===== config.mk =====
export PLATFORM = sky130hd
export DESIGN_NAME = max_stream_collector
export DESIGN_NICKNAME = d
export VERILOG_FILES = /design/src/rtl/max_stream_collector_pkg.sv /design/src/rtl/max_stream_collector_cmp.sv /design/src/rtl/max_stream_collector.sv
export SDC_FILE = /design/constraint.sdc
export NUM_CORES = 1
export LEC_CHECK = 0
export ABC_AREA = 1
export BUFFER_PORTS_ARGS = -buffer_cell sky130_fd_sc_hd__buf_2
export CORE_MARGIN = 2
export CORE_UTILIZATION = 51
export CTS_CLUSTER_DIAMETER = 120
export CTS_CLUSTER_SIZE = 10
export DETAILED_ROUTE_END_ITERATION = 6
export PLACE_DENSITY = 0.83
export SYNTH_ARGS = -nofsm -noshare
export SYNTH_HDL_FRONTEND = slang
export SYNTH_HIERARCHICAL = 1
export SYNTH_SLANG_ARGS = --single-unit

===== constraint.sdc =====
create_clock -name clk -period 2.1 [get_ports clk]
set_clock_uncertainty 0.15 [all_clocks]
set_input_delay 0.63 -clock clk [delete_from_list [all_inputs] [get_ports clk]]
set_output_delay 0.63 -clock clk [all_outputs]
set_load 0.1 [all_outputs]

===== src/rtl/max_stream_collector_pkg.sv =====
// Shared types and helpers for the max-of-N stream collector.
// The optional flush port is controlled by the MAX_FLUSH_EN macro, which is used in the top module.
package max_pkg;

  localparam int DATA_W_DEF  = 8;
  localparam int GROUP_N_DEF = 3;

  // COLLECT: beats flow freely. STALL: a group-closing beat waits for downstream.
  typedef enum logic [0:0] {
    COLLECT = 1'b0,
    STALL   = 1'b1
  } state_t;

  // Width of a beat index within a group. It is kept at least 1 bit wide.
  function automatic int idx_w(input int n);
    return (n < 2) ? 1 : $clog2(n);
  endfunction

endpackage


===== src/rtl/max_stream_collector_cmp.sv =====
// Unsigned two-input maximum.
// When the inputs are equal, the newer sample b is selected, so sel_b = (b >= a).
module max_cmp #(
  parameter int DATA_W = 8
) (
  input  logic [DATA_W-1:0] a,
  input  logic [DATA_W-1:0] b,
  output logic [DATA_W-1:0] max_val,
  output logic              sel_b
);

  // Pick the larger value; ties go to b.
  always_comb begin
    sel_b   = (b >= a);
    max_val = sel_b ? b : a;
  end

endmodule


===== src/rtl/max_stream_collector.sv =====
// max_stream_collector: groups GROUP_N consecutive valid/ready beats and emits
// one registered (max, index) result per group. Back-pressure from the result
// port only blocks the beat that would close the next group.
// Optional feature: define MAX_FLUSH_EN to add a flush port that closes a
// partial group early.
module max_stream_collector
  import max_pkg::*;
#(
  parameter  int DATA_W  = DATA_W_DEF,
  parameter  int GROUP_N = GROUP_N_DEF,
  localparam int IDX_W   = idx_w(GROUP_N)
) (
  input  logic              clk,
  input  logic              rst_n,
  input  logic              in_valid,
  output logic              in_ready,
  input  logic [DATA_W-1:0] in_data,
  output logic              out_valid,
  input  logic              out_ready,
  output logic [DATA_W-1:0] out_max,
`ifdef MAX_FLUSH_EN
  input  logic              flush,
`endif
  output logic [IDX_W-1:0]  out_idx
);

  localparam logic [IDX_W-1:0] LAST = IDX_W'(GROUP_N - 1);

  logic [IDX_W-1:0]  cnt;
  logic [DATA_W-1:0] run_max;
  logic [IDX_W-1:0]  run_idx;
  state_t            state;

  logic              at_last;
  logic              close_pos;
  logic              out_stall;
  logic              beat;
  logic              close;
  logic [DATA_W-1:0] cmp_max;
  logic              cmp_sel_b;
  logic [DATA_W-1:0] nxt_max;
  logic [IDX_W-1:0]  nxt_idx;
  logic [DATA_W-1:0] res_max;
  logic [IDX_W-1:0]  res_idx;
  logic              state_unused;

  // This flag records whether a group-closing beat was being held off last cycle.
  // It is kept for debug visibility only.
  assign state_unused = (state == STALL);

  max_cmp #(.DATA_W(DATA_W)) u_cmp (
    .a       (run_max),
    .b       (in_data),
    .max_val (cmp_max),
    .sel_b   (cmp_sel_b)
  );

  // Handshake decode: only a group-closing position can be blocked by a pending result.
  always_comb begin
    at_last   = (cnt == LAST);
    out_stall = out_valid && !out_ready;
`ifdef MAX_FLUSH_EN
    close_pos = at_last || flush;
`else
    close_pos = at_last;
`endif
    in_ready  = !(close_pos && out_stall);
    beat      = in_valid && in_ready;
`ifdef MAX_FLUSH_EN
    close     = (beat && at_last) || (flush && !out_stall && (beat || (cnt != '0)));
`else
    close     = beat && at_last;
`endif
  end

  // Running max after this beat. The first beat of a group loads unconditionally.
  always_comb begin
    nxt_max = run_max;
    nxt_idx = run_idx;
    if (cnt == '0) begin
      nxt_max = in_data;
      nxt_idx = '0;
    end else if (cmp_sel_b) begin
      nxt_max = cmp_max;
      nxt_idx = cnt;
    end
    res_max = beat ? nxt_max : run_max;
    res_idx = beat ? nxt_idx : run_idx;
  end

  // Group counter, running max and result registers.
  always_ff @(posedge clk or negedge rst_n) begin
    if (!rst_n) begin
      cnt       <= '0;
      run_max   <= '0;
      run_idx   <= '0;
      out_valid <= 1'b0;
      out_max   <= '0;
      out_idx   <= '0;
    end else begin
      if (close) begin
        out_max   <= res_max;
        out_idx   <= res_idx;
        out_valid <= 1'b1;
        cnt       <= '0;
      end else begin
        if (beat) begin
          run_max <= nxt_max;
          run_idx <= nxt_idx;
          cnt     <= cnt + IDX_W'(1);
        end
        if (out_valid && out_ready) begin
          out_valid <= 1'b0;
        end
      end
    end
  end

  // Stall tracking: stay in STALL while a closing beat waits on a held result.
  always_ff @(posedge clk or negedge rst_n) begin
    if (!rst_n) begin
      state <= COLLECT;
    end else begin
      case (state)
        COLLECT: if (in_valid && close_pos && out_stall) state <= STALL;
        STALL:   if (out_ready) state <= COLLECT;
        default: state <= COLLECT;
      endcase
    end
  end

endmodule

After elaboration in Yosys (flattened, before gate mapping)
Index checks and enable logic that the tools add are counted.
Widths: inputs -> output; s select.

storage, ports and cells
  register bits after elaboration = 23
  input bits = 12
  output and inout bits = 12

cells by class
  add/sub/neg operators = 1
  $lt $le $gt $ge = 1
  equal/unequal tests = 1
  multiplexer cells = 10
  reduce and logical (&&, ||, !) cells = 10

operators by type and width
  kind                 number
  $mux 8               3
  $mux 2               5
  $ge 8x8->1           1
  $logic_and 1x1->1    5
  $reduce_bool 2->1    2
  $add 2x1->2 const B  1
  $eq 2x2->1 const B   1
  $logic_not 1->1      2
  $logic_not 2->1      1
  $mux 1               2

Logic depth before layout (Yosys ltp)
  depth after elaboration = 7
  depth in mapped cells = 17

Cells and area by module
Netlist, hierarchy kept.

by module, submodules not included
  module                instances  cells each  area each (µm²)  sequential area each (µm²)
  max_stream_collector  1          163         1242.4           575.6
  max_cmp               1          62          380.4            0.0

Worst setup path before layout
Ideal clock, no wire load.

  kind = register to output
  start point = reg out_valid
  end point = out in_ready
  arrival time = 1736 ps
  required time = 1320 ps
  path slack = -416 ps
  stages on the path, launching flop included = 4
  path buffers = 0
  cell sequence = dfrtp_1 > inv_1 > nor2_1 > nand2_1

between the ends
  word-level cells in the longest chain between the ends = 3

RTL lines
  element                 line                         text
  from (decl)             max_stream_collector.sv:18   output logic out_valid,
  from (signal assigned)  max_stream_collector.sv:97   out_valid <= 1'b0;
  from (signal assigned)  max_stream_collector.sv:104  out_valid <= 1'b1;
  from (signal assigned)  max_stream_collector.sv:113  out_valid <= 1'b0;
  $logic_and 1x1->1       max_stream_collector.sv:61   out_stall = out_valid && !out_ready;
  $logic_and 1x1->1       max_stream_collector.sv:67   in_ready = !(close_pos && out_stall);
  $logic_not 1->1         max_stream_collector.sv:67
  to (decl)               max_stream_collector.sv:16   output logic in_ready,

No other way between the ends.

Worst setup path in the final report
  start point = reg run_max[7]
  end point = reg run_idx[1]

between the ends
  word-level cells in the longest chain between the ends = 4

RTL lines
  element                 line                            text
  from (decl)             max_stream_collector.sv:30      logic [DATA_W-1:0] run_max;
  from (signal assigned)  max_stream_collector.sv:108     run_max <= nxt_max;
  $ge 8x8->1              max_stream_collector_cmp.sv:14  sel_b = (b >= a);
  $mux 2                  max_stream_collector.sv:83      end else if (cmp_sel_b) begin
  $mux 2                  max_stream_collector.sv:80      if (cnt == '0) begin
  $mux 2                  -
  to (signal assigned)    max_stream_collector.sv:109     run_idx <= nxt_idx;
  to (decl)               max_stream_collector.sv:31      logic [IDX_W-1:0] run_idx;

No other way between the ends.
A chain may end at the register's enable or synchronous reset.

==> flow_summary.toml <==
[placed_design]
port_buffers = 23
placed_area_mm2 = 0.00199
placed_cells = 307
gp_congestion = 0.833
place_ws_ps = -333
dp_hpwl_mm = 2.86

[global_route]
grt_max_degree = 24
grt_pass1_wl_mm = 6.17
grt.total_usage_pct = 22.4
grt_pass1_vias = 1467
grt_antenna_before_repair = 0
grt-ovfl-total = 0

[worst_setup_path]
cp_max_fo = 5
r2r_slack_ps = 9
r2r_start = "run_max[7]$_DFFE_PN0N_"
reg2regPathDepth = 9
worstSetupStartpoint = "run_max[7]$_DFFE_PN0N_"
critPathLaunchType = "flip-flop"
arrival_ps = 2180
reg2reg_to = "run_idx[1]$_DFFE_PN0N_"
path_class = "flip-flop to flip-flop"
cp-endpoint = "run_idx[1]$_DFFE_PN0N_"
critical_path_required_ps = 2190
end_kind = "flip-flop"

[run_status]
status = "completed"

[final_layout]
nets = 291
layout-drive-gt1-share_pct = 33.7
diodes = 0
stdcell_area_mm2 = 0.00212
fin_cells = 314
area_delta_synth_final_pct = 30.5
fillers = 260

[yosys]
yosysSeqAreaShare_pct = 35.5
synth-async-reset-ratio_pct = 100
ys_top_cells_by_area = "dfrtp_1, nand2_1, inv_1"
yosys.area.top_type_share_pct = 35.5
synthDistinctLibCells = 26
netlist_instances = 225
ys_seq_elements = 23
syn_avg_cell_area_um2 = 7.21
synth_edf_count = 0
synth_flop_cell = "dfrtp_1"
yosys_warnings = 6
syn-num-nets = 245
synth_top_area_cell = "dfrtp_1"
post-synth-top-count-cell = "nand2_1"
synth_common_cells = "nand2_1, inv_1, dfrtp_1"
synthesis.area_mm2 = 0.00162

[clocking]
cts_max_level = 1
cts_tree = "done"
clock_tree.root_cell = "clkbuf_4"
numCtsBuffers = 3
clk_pin_slew_ps = 120
cts_sinks = 23
post-cts-setup-buffers = 0
clk_latency_ps = 300
cts.path.max_buffers = 2

[floorplan]
rows = 20
initial_core_util_pct = 53.6
dieArea_mm2 = 0.00365
die-width_um = 60.4
fp.dieH_um = 60.4
core_region_area_mm2 = 0.00303
ioPinCount = 24

[timing]
tns_ps = 0
finalSetupViolCount = 0
fmax_ghz = 0.478
hold_viol = 0
final-max-slew-violation-count = 0
maxSlewHeadroom_pct = 66.3
rsz0062_at_grt = "true"
tightest_slew_ps = 505
period_needed_ps = 2090
fin_ws_ps = 9.34
layout_worst_path_cycle_share_pct = 99.6

[routing]
ant_nets = 0
via_count = 1622
wl_mm = 3.95
wl_per_cell_um = 12.6
via_per_inst = 5.17
drt_iter0_drc = 61
dr.pass1.iters = 4
drc = 0

[hold_path]
hp-class = "input port to asynchronous set/reset pin"

[run]
drv_cap = 0
registers in the layout, summed over array words and instances (netlist names):
register	flops
out_max	8
run_max	8
cnt	2
out_idx	2
run_idx	2
out_valid	1
stage by stage:
stage	utilization, %	hold WS, ps
CTS	67.3	142
global placement	65.8	310
detailed placement	65.8	311
global route	69.9	150
finish	69.9	128
floorplan	-	184
cell type report:
class	instances	area, µm²	area share [%]
inverters	36	139	6.56
clock buffers	4	26.3	1.24
multi-input cells	163	1030	48.6
repair buffers	44	290	13.7
well taps	44	55.1	2.60
flip-flops and latches	23	578	27.3
cells in the final DEF, fill, tap and decap left out, drive strengths merged:
master	count
inv	35
nand2	100
o21ai	16
a21oi	4
buf	44
nor2	9
clkbuf	4
a21o	1
dfrtp	23
nand3	12
o211ai	5
clkinv	1
ha	8
nand4	8
layer usage:
layer | part of all wire (%) | wire [µm] | up-vias | global-route usage [%]
li1 | - | - | 803 | -
met1 | 42 | 1670 | 739 | 28.7
met2 | 50 | 1980 | 64 | 39.0
met3 | 4.9 | 193 | 16 | 3.62
met4 | 2.8 | 112 | 0 | 7.14
met5 | 0 | 0 | - | 0
cell families after synthesis:
| group | synth area share [%] |
|---|---|
| flops | 35.5 |
| buf+inv | 12.1 |
| simple gates | 35.9 |
| compound gates | 10.4 |
| fa+ha+maj | 6.17 |
worst min-delay path by stage:
| stage | startpoint | to | slack (ps) |
|---|---|---|---|
| after floorplan | rst_n | cnt[0]$_DFFE_PN0P_ | 180 |
| after global placement | out_max[0]$_DFFE_PN0P_ | out_max[0]$_DFFE_PN0P_ | 310 |
| after detailed placement | out_max[1]$_DFFE_PN0P_ | out_max[1]$_DFFE_PN0P_ | 310 |
| after CTS | rst_n | run_max[5]$_DFFE_PN0N_ | 140 |
| after global routing | rst_n | out_max[2]$_DFFE_PN0P_ | 150 |
| final | rst_n | run_max[5]$_DFFE_PN0N_ | 130 |
critical path, cell delays in order, from the launching register on:
cell and delay, ps:
dfrtp_1 420, inv_2 70, ha_4 210, a21o_4 220, nor2_8 180, nand3_2 170, buf_4 180, o211ai_1 230
nand3_1 130, nand2_1 90
timing repair:
item | in CTS | in global routing
cloned | 1 | 2
pin swaps | 1 | 9
hold buffers | 0 | 0
gates resized for setup | 4 | 16
endpoints found under the setup margin | 8 | 21
Power is not shown: default switching activity piles up to over one toggle a cycle in this logic, so the estimate is an artifact.
